## src/rtl/blackjack_pkg.sv

```systemverilog
// blackjack_pkg: constants and state encodings shared by the card dealer
// and the blackjack game FSM.
// Contents:
//   DECK_SIZE_DEFAULT  default number of cards in one deck
//   RANKS              ranks per suit (A..K)
//   FACE_VALUE         hand value of J, Q and K
//   ACE_VALUE          hand value of an ace (soft-ace logic lives in the game FSM)
//   dealer_state_t     dealer FSM encoding (2 bits)
package blackjack_pkg;

   localparam int         DECK_SIZE_DEFAULT = 52;
   localparam int         RANKS             = 13;
   localparam logic [4:0] FACE_VALUE        = 5'd10;
   localparam logic [4:0] ACE_VALUE         = 5'd1;

   typedef enum logic [1:0] {
      IDLE    = 2'd0,
      SEARCH  = 2'd1,
      DELIVER = 2'd2
   } dealer_state_t;

endpackage

```

## src/rtl/card_dealer_lfsr6.sv

```systemverilog
// lfsr6: 6-bit Fibonacci LFSR, polynomial x^6 + x^5 + 1 (maximal length 63).
// Ports:
//   Clock    in   system clock
//   reset_n  in   asynchronous active-low reset, loads SEED
//   enable   in   advance one step per cycle when high
//   q        out  current LFSR state
// SEED must be nonzero; from a nonzero state the all-zero state is never
// reached, so no lock-up recovery is needed.
module lfsr6 #(
   parameter logic [5:0] SEED = 6'h2B
) (
   input  logic       Clock,
   input  logic       reset_n,
   input  logic       enable,
   output logic [5:0] q
);

   // Shift toward the MSB; feedback taps are stages 6 and 5.
   always_ff @(posedge Clock or negedge reset_n) begin
      if (!reset_n) begin
         q <= SEED;
      end else if (enable) begin
         q <= {q[4:0], q[5] ^ q[4]};
      end
   end

endmodule

```

## src/rtl/card_dealer.sv

```systemverilog
// card_dealer: deals cards from one shuffled deck to the game FSM, never
// repeating a card until the deck is reshuffled.
// Ports:
//   Clock       in   system clock
//   reset_n     in   asynchronous active-low reset
//   req         in   card request, accepted only while ready=1
//   shuffle     in   return every card to the deck (1-cycle pulse)
//   ready       out  dealer idle, can accept req
//   card_valid  out  1-cycle pulse, card_* valid in this cycle
//   card_value  out  blackjack value (ace=1, J/Q/K=10)
//   card_rank   out  rank 1..13 (A..K)
//   card_index  out  deck slot 0..DECK_SIZE-1
//   cards_left  out  undealt cards remaining
//   deck_empty  out  cards_left == 0
//   deal_err    out  1-cycle pulse when a req is refused on an empty deck
// The free-running LFSR picks a starting slot; SEARCH then walks forward one
// slot per cycle until it finds a card not yet dealt.
module card_dealer
   import blackjack_pkg::*;
#(
   parameter int         DECK_SIZE      = DECK_SIZE_DEFAULT,
   parameter logic [5:0] LFSR_SEED      = 6'h2B,
   parameter bit         AUTO_RESHUFFLE = 1'b1
) (
   input  logic       Clock,
   input  logic       reset_n,
   input  logic       req,
   input  logic       shuffle,
   output logic       ready,
   output logic       card_valid,
   output logic [4:0] card_value,
   output logic [3:0] card_rank,
   output logic [5:0] card_index,
   output logic [5:0] cards_left,
   output logic       deck_empty,
   output logic       deal_err
);

   localparam logic [5:0] FULL_DECK = 6'(DECK_SIZE);
   localparam logic [5:0] LAST_SLOT = 6'(DECK_SIZE - 1);

   dealer_state_t          state;
   logic [DECK_SIZE-1:0]   dealt;
   logic [5:0]             idx;
   logic [5:0]             lfsr_q;
   logic [5:0]             start_slot;
   logic [3:0]             slot_rank;

   // Fold a raw 0..63 LFSR value into 0..DECK_SIZE-1 by repeated subtraction;
   // four passes cover the smallest deck (13 cards).
   function automatic logic [5:0] fold_slot(input logic [5:0] raw);
      logic [5:0] r;
      r = raw;
      for (int k = 0; k < 4; k++) begin
         if (r >= FULL_DECK) r = r - FULL_DECK;
      end
      return r;
   endfunction

   // Slot-to-rank decode: (slot mod 13) + 1, slot is below 52.
   function automatic logic [3:0] rank_of(input logic [5:0] slot);
      logic [5:0] r;
      r = slot;
      for (int k = 0; k < 3; k++) begin
         if (r >= 6'(RANKS)) r = r - 6'(RANKS);
      end
      return 4'(r + 6'd1);
   endfunction

   // Rank-to-value decode for the 5-bit hand registers.
   function automatic logic [4:0] value_of(input logic [3:0] rank);
      if (rank == 4'd1) return ACE_VALUE;
      else if (rank > 4'd10) return FACE_VALUE;
      else return {1'b0, rank};
   endfunction

   lfsr6 #(
      .SEED(LFSR_SEED)
   ) rng (
      .Clock  (Clock),
      .reset_n(reset_n),
      .enable (1'b1),
      .q      (lfsr_q)
   );

   assign start_slot = fold_slot(lfsr_q);
   assign slot_rank  = rank_of(idx);
   assign deck_empty = (cards_left == 6'd0);

   // Dealer FSM. shuffle has priority in every state: it drops any request
   // in flight and never marks a card found in the same cycle as dealt.
   always_ff @(posedge Clock or negedge reset_n) begin
      if (!reset_n) begin
         state      <= IDLE;
         dealt      <= '0;
         cards_left <= FULL_DECK;
         idx        <= 6'd0;
         ready      <= 1'b1;
         card_valid <= 1'b0;
         deal_err   <= 1'b0;
         card_value <= 5'd0;
         card_rank  <= 4'd0;
         card_index <= 6'd0;
      end else begin
         card_valid <= 1'b0;
         deal_err   <= 1'b0;
         if (shuffle) begin
            dealt      <= '0;
            cards_left <= FULL_DECK;
            state      <= IDLE;
            ready      <= 1'b1;
         end else begin
            case (state)
               IDLE: begin
                  if (req) begin
                     if (cards_left != 6'd0) begin
                        idx   <= start_slot;
                        state <= SEARCH;
                        ready <= 1'b0;
                     end else if (AUTO_RESHUFFLE) begin
                        dealt      <= '0;
                        cards_left <= FULL_DECK;
                        idx        <= start_slot;
                        state      <= SEARCH;
                        ready      <= 1'b0;
                     end else begin
                        deal_err <= 1'b1;
                     end
                  end
               end
               SEARCH: begin
                  if (!dealt[idx]) begin
                     dealt[idx] <= 1'b1;
                     if (cards_left != 6'd0) cards_left <= cards_left - 6'd1;
                     card_index <= idx;
                     card_rank  <= slot_rank;
                     card_value <= value_of(slot_rank);
                     card_valid <= 1'b1;
                     state      <= DELIVER;
                  end else begin
                     idx <= (idx == LAST_SLOT) ? 6'd0 : idx + 6'd1;
                  end
               end
               DELIVER: begin
                  state <= IDLE;
                  ready <= 1'b1;
               end
               default: begin
                  state <= IDLE;
                  ready <= 1'b1;
               end
            endcase
         end
      end
   end

endmodule

```

## config.mk

```make
export PLATFORM = sky130hd
export DESIGN_NAME = card_dealer
export DESIGN_NICKNAME = d
export VERILOG_FILES = /design/src/rtl/blackjack_pkg.sv /design/src/rtl/card_dealer_lfsr6.sv /design/src/rtl/card_dealer.sv
export SDC_FILE = /design/constraint.sdc
export NUM_CORES = 1
export LEC_CHECK = 0
export CAP_MARGIN = 20
export CELL_PAD_IN_SITES_DETAIL_PLACEMENT = 2
export CELL_PAD_IN_SITES_GLOBAL_PLACEMENT = 2
export CORE_UTILIZATION = 30
export DETAILED_ROUTE_END_ITERATION = 8
export PLACE_DENSITY_LB_ADDON = 0.1
export SLEW_MARGIN = 20
export SYNTH_ARGS = -nofsm -noshare
export SYNTH_HDL_FRONTEND = slang
export SYNTH_HIERARCHICAL = 1
export SYNTH_SLANG_ARGS = --single-unit
```

## constraint.sdc

```tcl
create_clock -name Clock -period 5.3 [get_ports Clock]
set_input_delay 0.53 -clock Clock [delete_from_list [all_inputs] [get_ports Clock]]
set_output_delay 0.53 -clock Clock [all_outputs]
set_load 0.05 [all_outputs]
```

After elaboration in Yosys (flattened, before gate mapping). Index checks and enable logic that the tools add are counted.

Flip-flop bits (word level): 89. Input bits: 4.

Add/subtract/negate cells: 10. $lt $le $gt $ge: 10. Equality and inequality tests: 10. Multiplexer cells: 38. Bitwise operators: 4. Reduce and logical (&&, ||, !) cells: 12.

Operator list (count): 52-bit 2-to-1 mux (4); 52-bit case mux with 2 select lines (1); 6-bit 2-to-1 mux (14); 52-bit OR (1); 6-bit >= comparator, second input constant (4); 6-bit case mux with 2 select lines (2); 6-bit subtractor, second input constant (4); 6-bit by 4-bit >= comparator with 1-bit output, second input constant (3); 4-bit 2-to-1 mux (3); 3-bit inequality test, second input constant (4); 6-bit by 4-bit subtractor with 6-bit output, second input constant (2); 4-bit AND reduction (2); 6-bit by 7-bit less-than comparator with 1-bit output, second input constant (1); 1-bit 2-to-1 mux (7); 6-bit by 1-bit adder with 6-bit output, second input constant (1); 1-bit binary-select mux with 6-bit select (1); 1-bit demux with 6-bit select (1); 6-bit equality test, second input constant (1); 6-bit by 1-bit >= comparator with 1-bit output, second input constant (1); 6-bit zero test (1); 2-bit 2-to-1 mux (3); 2-bit inequality test, second input constant (3); 6-bit nonzero test (1); 6-bit by 1-bit subtractor with 6-bit output, second input constant (1); other kinds (16) (18).

Longest topological paths before layout. Gate-level depths: netlist (run 1).

Depth after elaboration: 10. Mapped depth: 28. Mapped depth without buffers: 28.

Modules after synthesis. The synthesis (run 1) kept the hierarchy.

Modules (own cells, without submodules): card_dealer (times used 1, cells each 547, area each 5044.8 sq um); lfsr6 (times used 1, cells each 15, area each 259.0 sq um).

Worst setup path after synthesis (run 1). OpenSTA, ideal clock, no wires.

Path type: reg2reg. From: register rng.q[2]. To: register idx[3]. Data arrival time: 4697 ps. Slack: 482 ps. Stages on the path, launching flop included: 28. Buffers on the path: 0. Cells stage by stage: dfrtp_1 ha_1 or3b_1 a21oi_1 nor2_1 a21oi_1 inv_1 ha_1 nor3b_1 o211ai_1 nor2_1 mux2_2 inv_1 ha_1 nor3b_1 o211a_1 o21ai_0 nor2b_1 mux2_2 inv_1 ha_1 nand2_1 nand2_1 nand3_1 nor2_1 mux2i_1 o32ai_1 a22o_1.

Cells in the longest elaborated chain, start to end: 10. Elaborated cells between the ends (all ways): 14. Those cells by class: add/sub (4); order compare (4); mux (6).

Ends and longest elaborated chain: start: declaration (RTL line card_dealer_lfsr6.sv:15) `output logic [5:0] q`; start signal: assignment (RTL line card_dealer_lfsr6.sv:23) `q <= {q[4:0], q[5] ^ q[4]};`; 6-bit subtractor / 6-bit >= comparator (equally long branches) (RTL line card_dealer.sv:55) `if (r >= FULL_DECK) r = r - FULL_DECK;`; 6-bit 2-to-1 mux * (RTL line card_dealer.sv:55); 6-bit subtractor / 6-bit >= comparator (equally long branches) (RTL line card_dealer.sv:55); 6-bit 2-to-1 mux * (RTL line card_dealer.sv:55); 6-bit subtractor / 6-bit >= comparator (equally long branches) (RTL line card_dealer.sv:55); 6-bit 2-to-1 mux * (RTL line card_dealer.sv:55); 6-bit subtractor / 6-bit >= comparator (equally long branches) (RTL line card_dealer.sv:55); 6-bit 2-to-1 mux * (RTL line card_dealer.sv:55); 6-bit 2-to-1 mux * (RTL line card_dealer.sv:115) `if (req) begin`; 6-bit case mux with 2 select lines * (RTL line card_dealer.sv:113) `case (state)`; end signal: assignment (RTL line card_dealer.sv:117) `idx <= start_slot;`; end signal: assignment (RTL line card_dealer.sv:123) `idx <= start_slot;`; end signal: assignment (RTL line card_dealer.sv:141) `idx <= (idx == LAST_SLOT) ? 6'd0 : idx + 6'd1;`; end: declaration (RTL line card_dealer.sv:44) `logic [5:0] idx;`.

Mark *: on every way between the ends. The rest lies on a longest branch, timed or not. The select of a mux whose other input is x is not followed. A chain may end at the register's enable or synchronous reset.

Final worst setup path (run 1).
From: register rng.q[3]. To: register idx[3].

Same word-level chain as after synthesis.

==> summary by stage, run 1 <==
Layout
Relative to the synthesized area, the layout overhead comes to 17.6%. The final-stage net count is approximately 610. Once layout is complete, the utilization of the core stands at a little over a third. The count of antenna diodes in the layout is 0. After routing the design area is 6230 um^2. The number of fillers in the final layout is 1887. The register area is 2210 um^2. The multi-input combinational cells in the finished layout cover a total of 2930 um^2. The proportion of layout cells with a drive suffix above 1 is 15.8%.

Logic synthesis
The sequential area share after synthesis is 41.7%. After Yosys synthesis, full adders, half adders and majority gates account for 4.01% of the synthesized area. Measured against the total synthesized area, the mux share comes to 8.45%. The count of distinct cell types in the synthesized netlist is 78.

The area fraction of the dominant cell type after synthesis is approximately 38%. The dominant synthesized flop cell is sky130_fd_sc_hd__dfrtp_1. In this run the cell area of the synthesized design comes to about 5300 um^2.

The most common cell in the synthesized netlist is sky130_fd_sc_hd__dfrtp_1. The average footprint of a synthesized cell is 9.44 um^2. The yosys synthesis warning count is 6. The synthesized netlist devotes 20.0% of its cell area to compound gates. The commonest cells after synthesis are sky130_fd_sc_hd__dfrtp_1 (80), sky130_fd_sc_hd__nor2_1 (70), sky130_fd_sc_hd__nand2_1 (51). After Yosys synthesis, XOR and XNOR cells account for 1.82% of the synthesized area. Ranked by total cell area, the synthesized netlist is headed by sky130_fd_sc_hd__dfrtp_1 (38%), sky130_fd_sc_hd__nor2_1 (5.0%), sky130_fd_sc_hd__ha_1 (4.0%). Of all flip-flops after synthesis, the portion carrying an async set or reset was 100%. In this run, synthesis produced a sequential element count of 88.

The largest family of logic cells by synthesized area is compound AO/OA/AOI/OAI gates. The largest area contributor in the synthesized netlist is sky130_fd_sc_hd__dfrtp_1. The count of flip-flops with a built-in enable after synthesis is 0. The simple logic cell fraction of the synthesized area is 18.7%. After technology mapping, the gate count stands at 562.

Critical path
The worst setup slack for register-to-register paths is about 230 ps. The slowest stage of the critical path belongs to the cell sky130_fd_sc_hd__or3b_4. The count of buffering cells on the critical path with inverters included is 5. The critical path in this run is classified as reg -> reg. The worst setup path is launched from a flip-flop. Grouping stages by cell kind, the critical path spends the most delay in compound AO/OA/AOI/OAI gates. The cell that appears most often on the critical path is sky130_fd_sc_hd__ha_1.

The arrival time of the worst setup path is ~5300 ps. The worst setup path is captured at a flip-flop. In this design, the stage delay of the slowest critical-path cell is ~400 ps.

Of all nets on the critical path, the largest fanout is 4. The worst endpoint required time is ~5500 ps.

Floorplanning
The die footprint is 18200 um^2. The region available for standard cell placement spans 17300 um^2. Measured along the x axis, the die boundary spans 135 um. The I/O pin total is 29. In this run the core area contains 48 standard-cell rows.

The height of the die is 135 um. Once the floorplan was initialized, standard cells occupied 30.7% of the core.

Power
The internal cell power is 2.20 mW. Net switching is between 40 and 50% of the power. Combinational cells account for 63.9% of the total power. The analysis attributes to cell leakage a power of 2.70 nW. The peak supply drop is 0.419 mV. The net switching power is around 2.1 mW.

Registers are responsible for a little over a fifth of the overall power. For this design the ratio of total power to cell area is 690 nW/um^2. The clock network is responsible for 15.2% of the overall power. The design draws 4.30 mW.

STA
Setup violations remaining at the end of the flow were counted as 0. The number of max-slew violations in the final report is 0. Based on the critical path, the design can be clocked at up to 197 MHz. Clock skew on the completed layout was measured at 7.46 ps.

The final worst-path cycle share is between 90% and 100%. Once routing completed, OpenROAD measured the worst setup slack at 227 ps. Setup total negative slack on the finished layout was measured at 0 ps. The slew of the pin with the lowest slew margin is 917 ps. Measured against its own limit, the worst slew margin works out to 38.4%.

Subtracting the final worst setup slack from the clock period gives 5070 ps. The final hold violation count came to 0.

Clocking
After clock tree synthesis, the clock-pin slew on the worst setup and hold paths is around 70 ps. The cts-stage hold buffer count is 0. The number of CTS-inserted buffers is 9. Clock tree synthesis found a total of 88 sinks. The number of H-tree levels is 3. The TritonCTS clock tree is yes. In this run the clock root is driven by a sky130_fd_sc_hd__clkbuf_16. The buffer levels on the longest clock path is 2. The insertion delay to the later sink of the worst-skew pair is 360 ps.

Route
Dividing the detail-routed via count by the number of cells gives 5.46. The number of nets with antenna violations after detailed routing is 0. The iteration-0 DRC count of the detailed router is 163. Summed over all layers, the routed wires come to roughly 17000 um. Before antenna repair, the detailed router went through 4 iterations. In the final routed layout, each cell accounts on average for 20.6 um. The number of vias after detailed routing is 4447. The residual DRC count is 0.

Worst hold path
The worst min-delay path class is in -> async.

Global routing
The number of antenna violations at the first check in global routing was 0. Summed over all layers, the global routing overflow is 0. Entering global routing, the biggest net connects between 50 and 60 pins. The number of global-route vias before repair is around 5000. The overall routing resource usage is 19.8%. The first global-routing pass estimated 27500 um of wire.

Outcome
The flow ran to the end, and the final reports show no timing, DRC or antenna violations.

Placed design
The global placer's final weighted congestion is 0.758. Input and output buffers added on the ports amount to 26. Summing all placed instances gives a cell area of 5760 um^2. The final HPWL from detailed placement is 11500 um. The post-place setup slack is -329 ps.

Run
Across the run, the number of max-cap violations was 0.
==> logic make-up after synthesis <==
| group | after synthesis |
|---|---|
| XOR/XNOR | 11 |
| buffers and inverters | 61 |
| multiplexers | 27 |
| AND/OR/NAND/NOR | 198 |
| adder cells (fa/ha/maj) | 17 |
| other | 2 |
| flip-flops | 88 |
| AO/OA/AOI/OAI | 158 |
==> cell usage in the layout, fill, tap and decap left out, drive strengths merged, types with 5 or more instances in the layout <==
cell type	count
a21o	5
a21oi	36
a22o	5
a31oi	12
buf	22
clkbuf	11
clkdlybuf4s50	25
clkinv	5
dfrtp	80
dfstp	8
ha	17
inv	24
mux2	9
mux2i	8
mux4	10
nand2	51
nand2b	8
nand3	10
nor2	71
nor2b	11
nor3	7
nor3b	7
o21a	24
o21ai	32
or3	5
xnor2	9
==> area by class of cell <==
type	count	area share (%)
Clock buffer	11	3.73
Clock inverter	5	0.923
Inverter	25	1.55
Multi-Input combinational cell	414	46.9
Sequential cell	88	35.5
Tap cell	225	4.52
Timing Repair Buffer	47	6.86
==> power by group through the flow <==
stage               Sequential, mW  Clock [mW]  Combinational (mW)
floorplan                     1.07           0                1.60
global placement             0.906           0                2.39
detailed placement           0.913           0                2.51
CTS                          0.897       0.678                2.59
global route                 0.919       0.698                2.99
finish                       0.899       0.655                2.75
==> final timing paths <==
path | endpoint | depth (start not counted) | from
setup / recovery | idx[3] | 28 | rng/q[3]
hold / removal | dealt[1] | 1 | reset_n
setup reg to reg | idx[3] | 28 | rng/q[3]
hold reg to reg | dealt[6] | 1 | dealt[6]
max in group asynchronous | rng/q[2] | 2 | reset_n
min in group Clock | dealt[6] | 1 | dealt[6]
==> timing repair <==
item                       in CTS  in global routing
pin swaps                       2                  7
gates resized for setup         7                 24
setup buffers                   2                  6
hold endpoints to repair        0                  0
setup endpoints to repair       3                  3
==> registers in the layout (all words and copies together) (netlist names) <==
register and count:
card_index 6, card_value 4, dealt 52, ready 1
idx 6, card_valid 1, state 2, cards_left 6
rng/q 6, card_rank 4
==> stage by stage <==
stage,instances,hold slack [ps]
after floorplan,563,234
after global placement,791,460
after detailed placement,791,471
after CTS,809,253
after global routing,815,282
final,815,231
==> metal layers <==
layer | vias up | wire length (um) | track usage, %
met5 | - | 0 | 0
met4 | 0 | 303 | 7.74
met3 | 19 | 349 | 2.93
met2 | 52 | 8440 | 34.0
met1 | 2330 | 7700 | 25.0
li1 | 2046 | - | -
Note: power is estimated with default switching activity, not from simulation.
==> run 2: changes to the inputs <==
- CORE_MARGIN: default -> 2
==> run 2 against run 1 <==
Effect of this change: power fell by 0.66%; wire length hardly changed; core utilization about the same; largest power group unchanged; highest routed layer unchanged; hold slack got worse by 120 ps.
==> summary by stage, run 2 (synthesis gave the netlist of run 1 again) <==
Global routing
The number of antenna violations at the first check in global routing was 0 (unchanged). The maximum number of pins on one net before global-route repair came to 56 (+3.7%). The global-route wire length before repair is 27600 um (+0.38%). The overflow left after global routing is 0 (unchanged).

The overall routing resource usage was 19.3% (-0.55 points). The number of global-route vias before repair is 4849 (-1.8%).

Floorplanning
The height of the die is 137 um (+1.5%). The die extent in x came to 137 um (+1.5%). The initial core utilization is 30.7% (unchanged). The core region area came to 17300 um^2 (unchanged). The placement row count is 48 (unchanged). The die footprint is 18800 um^2 (+3.0%). The I/O pin total is 29 (unchanged).

Layout
The area growth from synthesis to layout was 17.5% (about the same). The count of antenna diodes in the layout came to 0 (unchanged). The area occupied by multi-input gates is 2940 um^2 (+0.34%).

The proportion of layout cells with a drive suffix above 1 was 16.1% (+0.34 points). The final cell utilization of the core was 36.0% (about the same). The register area is 2210 um^2 (about the same). The library cell used most frequently in the layout, excluding fill and tap cells, is sky130_fd_sc_hd__dfrtp_1. The library cells used most frequently in the layout, excluding fill and tap cells, are sky130_fd_sc_hd__dfrtp_1 (80), sky130_fd_sc_hd__nor2_1 (67), sky130_fd_sc_hd__nand2_1 (50). The number of flip-flops under the largest register name was 52 (unchanged). The number of fillers in the final layout is 1915 (+1.5%). More flip-flops sit in one register than any other, and that register is dealt.

The final-stage net count is 606 (unchanged).

Critical path
The worst endpoint required time is 5530 ps (about the same). The kind of critical path is reg -> reg. The worst register-to-register path ends at idx[3].

The arrival time of the worst setup path is 5300 ps (about the same). The peak fanout along the critical path came to 5 (+1). The endpoint kind of the worst setup timing path is a flip-flop. The critical path's slowest cell is sky130_fd_sc_hd__dfstp_2.

STA classifies the critical path startpoint as a flip-flop. The worst stage delay on the critical path came to 400 ps (about the same). The startpoint identified for the worst register-to-register timing path is rng/q[3]. The number of cell instances on the worst register-to-register path was 28 (unchanged). The worst setup slack for register-to-register paths is 240 ps (about the same).

Route
The post-detailed-route wirelength per cell is 20.6 um (about the same). The sum of routed wire length over all layers is 16800 um (about the same). The number of nets with antenna violations after detailed routing is 0 (unchanged). The detailed-route vias per instance is 5.43 (-0.40%).

The residual DRC count is 0 (unchanged). The number of vias after detailed routing is 4429 (-0.40%). The iteration-0 DRC count of the detailed router was 223 (+37%). The first-pass iteration count of the detailed router came to 4 (unchanged).

STA
The post-route worst hold slack came to 116 ps (-115 ps). The final worst-path cycle share is 95.5% (-0.17 points). The slack of the critical path was 236 ps (+9.14 ps). The slew of the pin with the lowest slew margin is 898 ps (-19.0 ps). The number of max-slew violations in the final report is 0 (unchanged). The relative max-transition margin is 39.7% (+1.3 points). The peak clock frequency supported by timing is 197 MHz (+0.18%). The shortest clock period the worst path allows after layout was 5060 ps (-9.14 ps). The total of endpoints with negative setup slack in the final report came to 0 (unchanged). The worst clock skew is 11.1 ps (+3.64 ps).

The final hold violation count is 0 (unchanged).

Clocking
The clock-pin slew on the worst setup and hold paths is 70 ps (about the same). The TritonCTS clock tree is yes. The number of CTS-inserted buffers came to 9 (unchanged). The buffer levels on the longest clock path came to 2 (unchanged).

The insertion delay to the later sink of the worst-skew pair is 350 ps (about the same). The number of H-tree levels came to 3 (unchanged). The cts-stage hold buffer count is 0 (unchanged). The number of clock sinks is 88 (unchanged). In this run the clock root is driven by a sky130_fd_sc_hd__clkbuf_16.

Power
The clock group share of total power is 14.6% (-0.6 points). The cell leakage power is 2.68 nW (-0.50%). The peak supply drop is 0.385 mV (-8.1%). The internal cell power was 2.18 mW (-1.0%). The net switching share of the total power came to 49.0% (+0.18 points).

The part of the power in registers is 21.3% (+0.4 points). The net switching power came to 2.09 mW (-0.29%). The combinational power share was 64.1% (+0.2 points). The power density relative to cell area is 686 nW/um^2 (-0.58%). The total design power is 4.27 mW (-0.66%).

Run
The count of max-cap constraint violations came to 0 (unchanged).

Placed design
The final HPWL from detailed placement is 11400 um (-0.64%). The count of buffers from port buffering is 26 (unchanged). The post-place setup slack came to -274 ps (+54.5 ps). The global placer's final weighted congestion is 0.801 (+5.7%).

Worst hold path
The worst hold path belongs to the class in -> async.

Outcome
The flow ran to the end, and the final reports show no timing, DRC or antenna violations.
## run 2: cell count changes in the layout (fill, tap and decap cells not counted), sizes merged
cell,before,now
clkinv,5,3
bufinv,1,0
clkinvlp,0,2
clkbuf,11,12
## run 2: area by class of cell
| class | count | share of cell area [%] |
|---|---|---|
| inverter | 25 | 1.55 |
| multi-input combinational | 414 | 47.1 |
| clock buffer | 12 | 4.12 |
| clock inverter | 4 | 0.462 |
| tap | 225 | 4.52 |
| sequential | 88 | 35.5 |
| timing repair buffer | 47 | 6.73 |
## run 2: per-layer routing
layer  track usage (%)  part of all wire [%]
met4              5.67                   1.3
met2              33.0                    51
met3              2.11                   1.5
met5                 0                     0
met1              25.6                    47
## run 2: how the worst max path moves through the flow
stage / from / end / cells past startpoint
4_1_cts: rng/q[3] / idx[3] / 28
6_report: rng/q[3] / idx[3] / 28
3_3_place_gp: rng/q[3] / idx[3] / 28
3_5_place_dp: rng/q[3] / idx[3] / 28
2_1_floorplan: rng/q[2] / idx[3] / 27
5_1_grt: rng/q[3] / idx[3] / 28
## run 2: what timing repair did
item | CTS | global route
endpoints found under the setup margin | 3 | 4
pin swaps | 3 | 8
buffers inserted | 3 | 5
cloned | 0 | 0
gates resized for setup | 7 | 28
## run 2: power groups by stage
stage	clock network, mW	registers, mW	logic [mW]
2_1_floorplan	0	1.07	1.60
3_3_place_gp	0	0.914	2.39
3_5_place_dp	0	0.923	2.50
4_1_cts	0.643	0.912	2.57
5_1_grt	0.675	0.932	3.02
6_report	0.624	0.912	2.74
## run 2: through the flow
stage | TNS (ps) | instances | area [um^2]
floorplan | 0 | 563 | 5310
global placement | 0 | 791 | 5760
detailed placement | -429 | 791 | 5760
CTS | 0 | 810 | 6100
global route | -88.2 | 815 | 6230
finish | 0 | 815 | 6230
## run 2: worst max-delay path: cells and delay by family, from the launching register on
kind | cells | cell delay, ps
AOI/OAI and AO/OA | 7 | 1360
adders and majority gates | 4 | 620
buffers and inverters | 4 | 280
DFF | 1 | 400
muxes | 3 | 860
and+or+nand+nor | 10 | 1400
==> patch 1: new RTL, flow settings as in run 1 <==
Set the package constant `DECK_SIZE_DEFAULT` to 104 (it was 52).
--- a/src/rtl/blackjack_pkg.sv
+++ b/src/rtl/blackjack_pkg.sv
@@ -10,3 +10,3 @@
 
-   localparam int         DECK_SIZE_DEFAULT = 52;
+   localparam int         DECK_SIZE_DEFAULT = 104;
    localparam int         RANKS             = 13;
Check against the original RTL: not equivalent (a bounded check fails within 4 cycles, from zero or initial values and one cycle with reset_n low).
==> patch 1 against run 1 <==
Global-route usage down 0.067 points. Power up 6.1%. Maximum frequency up 7.1%. Sequential cell count up 12. Final area up 5.5%. Worst hold slack worse by 52 ps. Area after synthesis up 9.5%. Worst setup slack better by 340 ps. Critical path depth down 12. Routed wire length up 8.6%. Critical path type unchanged. Critical endpoint is now card_value[0]. Largest cell class unchanged. Largest power group unchanged.
==> patch 1: results (changes against run 1) <==
| Metric | Value |
|---|---|
| Outcome | `finished, final reports clean` |
| TritonRoute pass-1 iters | `4 (unchanged)` |
| Measured slew at the worst slew-check pin | `969 ps (+51.9 ps)` |
| Met1 wire length | `8.56 mm (+11%)` |
| Final design utilization | `0.349 (-0.0113)` |
| Setup Fix Bufs, Post-CTS | `0 (-2)` |
| Syn avg cell area | `9.35 um2 (-0.90%)` |
| Placed cell count | `882 (+12%)` |
| Compound-gate portion of the synthesized area | `0.197 (-0.00293)` |
| PostCTS Resize Cnt | `0 (-7)` |
| Worst path slowest cell | `xnor2_1` |
| Worst path max stage delay | `550 ps (+150 ps)` |
| Post-Layout Cell Count | `898 (+10%)` |
| Largest register FFs | `64 (+23%)` |
| Sequential fraction of the synthesis area | `0.432 (+0.0153)` |
| Clock Path Buffers | `2 (unchanged)` |
| CP Data Arrival Time | `4930 ps (-380 ps)` |
| Filler cell count | `2054 (+8.9%)` |
| Met2 Track Usage GR | `0.340 (about the same)` |
| Met2 WL post-DR | `9.01 mm (+6.7%)` |
| Max VDD drop | `0.000267 V (-36%)` |
| Post-layout nets | `653 (+7.8%)` |
| Met3 Wirelength | `318 um (-8.9%)` |
| Placer congestion estimate | `0.780 (+3.0%)` |
| Yosys warning total | `6 (unchanged)` |
| Met3 GRT Util | `0.0272 (-0.00211)` |
| Clock slew seen by the registers of the worst setup and hold paths | `70 ps (about the same)` |
| DP Area | `6300 um2 (+9.4%)` |
| Post-synthesis mux area share | `0.0810 (-0.00345)` |
| Vias per std cell | `5.31 (-2.7%)` |
| Share of layout cells above drive strength 1 | `0.127 (-0.0307)` |
| Clk_lat worst skew | `360 ps (about the same)` |
| Synth top area cells | `dfrtp_1 40%, nor2_1 6.0%, a21oi_1 4.8%` |
| Xor and xnor fraction of the mapped netlist area | `0.0106 (-0.00761)` |
| First-pass GRT wire length | `30.2 mm (+9.9%)` |
| Vias in the first global route | `5380 (+9.0%)` |
| Number of DRC markers in iteration 0 | `182 (+12%)` |
| CTS Root Cell | `clkbuf_16` |
| Routed WL | `18.2 mm (+8.6%)` |
| CP top delay family | `adder cells` |
| Critical-path maximum fanout | `10 (+6)` |
| Post-Synth Adder-Cell Area | `0.0345 (-0.00564)` |
| Hold Crit Class | `primary input to asynchronous set/reset pin` |
| Largest net degree at the start of global routing | `57 (+5.6%)` |
| GRT Util Overall | `0.198 (-0.000671)` |
| P_leak | `2.80 nW (+3.9%)` |
| Final HPWL DP | `12.8 mm (+11%)` |
| Synth cell count leaders | `93 x dfrtp_1, 93 x nor2_1, 59 x nand2_1, 56 x a21oi_1, 30 x o21ai_0` |
| FF-to-FF setup slack | `560 ps (+340 ps)` |
| Initial antenna violation count | `0 (unchanged)` |
| Worst Skew | `10.9 ps (+3.46 ps)` |
| Met1 Resource Use GR | `0.255 (+0.00437)` |
[patch 1: cell type report]
type | instances | area [um2] | area share
multi-input combinational | 459 | 3010 | 0.458
clock inverter | 5 | 38.8 | 0.00590
inverter | 21 | 78.8 | 0.0120
sequential | 100 | 2510 | 0.382
timing repair buffer | 42 | 378 | 0.0575
tap | 260 | 325 | 0.0495
clock buffer | 11 | 233 | 0.0354
[patch 1: metrics by stage]
step,hold WS (ps),power [mW],setup slack [ps]
2_1_floorplan,234,3.11,1150
4_1_cts,208,4.62,571
5_1_grt,234,4.93,283
3_5_place_dp,476,3.96,591
6_report,180,4.56,564
3_3_place_gp,460,3.79,900
[patch 1: worst paths after layout]
kind,depth (start not counted),startpoint,to
setup / recovery,16,idx[1],card_value[0]
hold reg to reg,2,card_index[3],card_index[3]
min in group Clock,2,card_index[3],card_index[3]
hold / removal,1,reset_n,cards_left[4]
setup reg to reg,16,idx[1],card_value[0]
max in group asynchronous,2,reset_n,dealt[41]
[patch 1: worst reg2reg max path: cells and delay by family (launching register included)]
family | cells | cell delay, ps
AO/OA/AOI/OAI | 6 | 1100
AND/OR/NAND/NOR | 2 | 620
buffers and inverters | 3 | 510
XOR/XNOR | 2 | 800
adder cells (fa/ha/maj) | 3 | 1160
flip-flops | 1 | 400
[patch 1: logic make-up after synthesis]
logic type,Yosys count
adder cells (fa/ha/maj),16
buffers and inverters,63
other,2
XOR/XNOR,7
AND/OR/NAND/NOR,232
multiplexers,30
flip-flops,100
AO/OA/AOI/OAI,171
[patch 1: power breakdown]
part           internal [mW]  leakage, nW  switching (mW)  total (mW)
registers              0.918         1.34           0.151        1.07
logic                   1.01         1.34            1.85        2.86
clock network          0.322        0.130           0.309       0.631
==> patch 2: new RTL, config.mk and constraints of run 1 <==
Made on the original files. Compare `idx` against `LAST_SLOT` with >= in place of ==.
--- a/src/rtl/card_dealer.sv
+++ b/src/rtl/card_dealer.sv
@@ -140,3 +140,3 @@
                   end else begin
-                     idx <= (idx == LAST_SLOT) ? 6'd0 : idx + 6'd1;
+                     idx <= (idx >= LAST_SLOT) ? 6'd0 : idx + 6'd1;
                   end
Behaviour: same outputs for any inputs over 4 cycles, from zero or initial values and one cycle with reset_n low; that may be too few to reach the edited logic, so the function may still have changed.
==> patch 2 against run 1 <==
Sequential share of layout area is 1.8 points higher. Via count is 5.8% lower. Core utilization is 0.36 points lower. Power is 1.7% lower. Final cell count is 2.1% lower. Clock power is 1% higher. Sequential cell count stayed put. Final area is 4.8% lower. First-iteration DRC count is 5.5% higher. Worst setup slack better by 27 ps. Area after synthesis is 3.1% lower. Highest routed layer unchanged. Count of clock-buffer cells in the layout stayed put. Routed wire length is 8.9% lower.
==> patch 2: results (changes against run 1) <==
| Metric | Value |
|---|---|
| Critical-path maximum fanout | `4 (unchanged)` |
| Top reg by flops | `dealt` |
| FF-to-FF End | `idx[3]` |
| Largest net degree at the start of global routing | `54 (unchanged)` |
| Worst Reg-to-Reg Cells | `21 (-25%)` |
| ANT cells | `0 (unchanged)` |
| WL/cell | `19.2 um (-6.9%)` |
| P_leak | `2.54 nW (-5.6%)` |
| Clock slew seen by the registers of the worst setup and hold paths | `70 ps (about the same)` |
| Filler cell count | `1835 (-2.8%)` |
| DP Area | `5600 um2 (-2.8%)` |
| Worst path max stage delay | `about 400 ps` |
| Max VDD drop | `0.000373 V (-11%)` |
| Number of DRC markers in iteration 0 | `172 (+5.5%)` |
| Outcome | `finished, final reports clean` |
| CTS Root Cell | `clkbuf_16` |
| WS Path Type | `flip-flop to flip-flop` |
| H-tree levels | `3 (unchanged)` |
| TritonRoute pass-1 iters | `4 (unchanged)` |
| Worst path slowest cell | `mux2_2` |
| Synth top area cells | `dfrtp_1 39%, nor2_1 6.3%, a21oi_1 5.5%` |
| Placer congestion estimate | `0.721 (-4.8%)` |
| Worst Skew | `8.93 ps (+1.47 ps)` |
| Post-layout nets | `594 (-2.0%)` |
| Synth cell count leaders | `86 x nor2_1, 80 x dfrtp_1, 56 x a21oi_1, 46 x nand2_1` |
| Leading area contributor after synthesis | `dfrtp_1` |
| Routed WL | `15.3 mm (-8.9%)` |
| Clock Path Buffers | `2 (unchanged)` |
| Share of layout cells above drive strength 1 | `0.151 (-0.00711)` |
| Unique masters post-synth | `78 (unchanged)` |
| CTS buffer count | `9 (unchanged)` |
| First-pass GRT wire length | `26.1 mm (-5.1%)` |
| DP Worst Slack | `9.84 ps (+338 ps)` |
| Sequential fraction of the synthesis area | `0.430 (+0.0132)` |
| Async set or reset register ratio after synthesis | `1.00 (unchanged)` |
| Vias | `4191 (-5.8%)` |
| Placed cell count | `780 (-1.4%)` |
| Max-Cap Viols | `0 (unchanged)` |
| Cells after Synth | `550 (-2.1%)` |
| Final cycle utilization of the critical path | `0.952 (-0.00518)` |
| Final HPWL DP | `10.7 mm (-6.9%)` |
| I/O Buffers | `26 (unchanged)` |
| Hold Crit Class | `primary input to asynchronous set/reset pin` |
| FF-to-FF setup slack | `250 ps (+30 ps)` |
| Crit path launch | `rng/q[3]` |
| Yosys warning total | `6 (unchanged)` |
| GRT Util Overall | `0.190 (-0.00871)` |
| CP top delay family | `simple AND/OR/NAND/NOR gates` |
| Vias in the first global route | `4725 (-4.3%)` |
| Remaining antenna violation count | `0 (unchanged)` |
| CP Data Arrival Time | `5280 ps (-30 ps)` |
| Measured slew at the worst slew-check pin | `969 ps (+52.5 ps)` |
| Largest register FFs | `52 (unchanged)` |
| Clk_lat worst skew | `roughly 350 ps` |
| Initial antenna violation count | `0 (unchanged)` |
-- patch 2: cell count changes after synthesis, moves of 7 or more --
| cell | run 1 | this run |
|---|---|---|
| nor2b_1 | 11 | 4 |
| mux2_2 | 4 | 11 |
| a21oi_1 | 36 | 56 |
| nor2_1 | 70 | 86 |
| o21a_1 | 24 | 5 |
| clkbuf_1 | 19 | 9 |
-- patch 2: how the worst min path moves through the flow --
stage | endpoint | slack [ps] | cells after the start
global route | rng/q[4] | 180 | 1
CTS | rng/q[4] | 160 | 1
detailed placement | card_rank[2] | 480 | 2
global placement | card_rank[1] | 470 | 2
floorplan | card_index[0] | 230 | 0
finish | rng/q[4] | 150 | 1
-- patch 2: layout make-up --
cell class | count | share of cell area
Timing Repair Buffer | 40 | 0.0611
Clock buffer | 11 | 0.0409
Inverter | 27 | 0.0171
Sequential cell | 88 | 0.373
Multi-Input combinational cell | 407 | 0.452
Clock inverter | 5 | 0.0105
Tap cell | 220 | 0.0464
-- patch 2: cells by family after synthesis --
logic type | count (synthesis) | share of synthesized area
AND/OR/NAND/NOR | 194 | 0.177
adder cells (fa/ha/maj) | 17 | 0.0414
flip-flops | 88 | 0.430
buffers and inverters | 56 | 0.0521
multiplexers | 32 | 0.0876
XOR/XNOR | 11 | 0.0202
AO/OA/AOI/OAI | 150 | 0.190
other | 2 | 0.00146
-- patch 2: metal layers --
metal | GRT usage | routed length, um | vias up | part of all wire
li1 | - | - | 1986 | -
met1 | 0.246 | 7150 | 2143 | 0.47
met2 | 0.324 | 7550 | 50 | 0.49
met3 | 0.0307 | 412 | 12 | 0.027
met4 | 0.0536 | 187 | 0 | 0.012
met5 | 0 | 0 | - | 0
-- patch 2: what timing repair did --
item                                    4_1_cts  5_1_grt
gates cloned                                  0        0
endpoints found under the setup margin        1        3
setup buffers                                 0        2
pin swaps                                     0        0
gates resized for setup                       2        2
hold endpoints to repair                      0        0
-- patch 2: power breakdown --
group | switching [mW] | total, mW | internal [mW]
Clock | 0.280 | 0.662 | 0.382
Combinational | 1.68 | 2.64 | 0.957
Sequential | 0.104 | 0.930 | 0.826
-- patch 2: stage by stage --
| stage | power (mW) | TNS (ps) | util | hold slack, ps |
|---|---|---|---|---|
| floorplan | 2.84 | 0 | - | 234 |
| global placement | 3.42 | 0 | 0.337 | 468 |
| detailed placement | 3.53 | 0 | 0.337 | 478 |
| CTS | 4.25 | 0 | 0.355 | 162 |
| global route | 4.57 | -3.64 | 0.357 | 182 |
| finish | 4.23 | 0 | 0.357 | 146 |
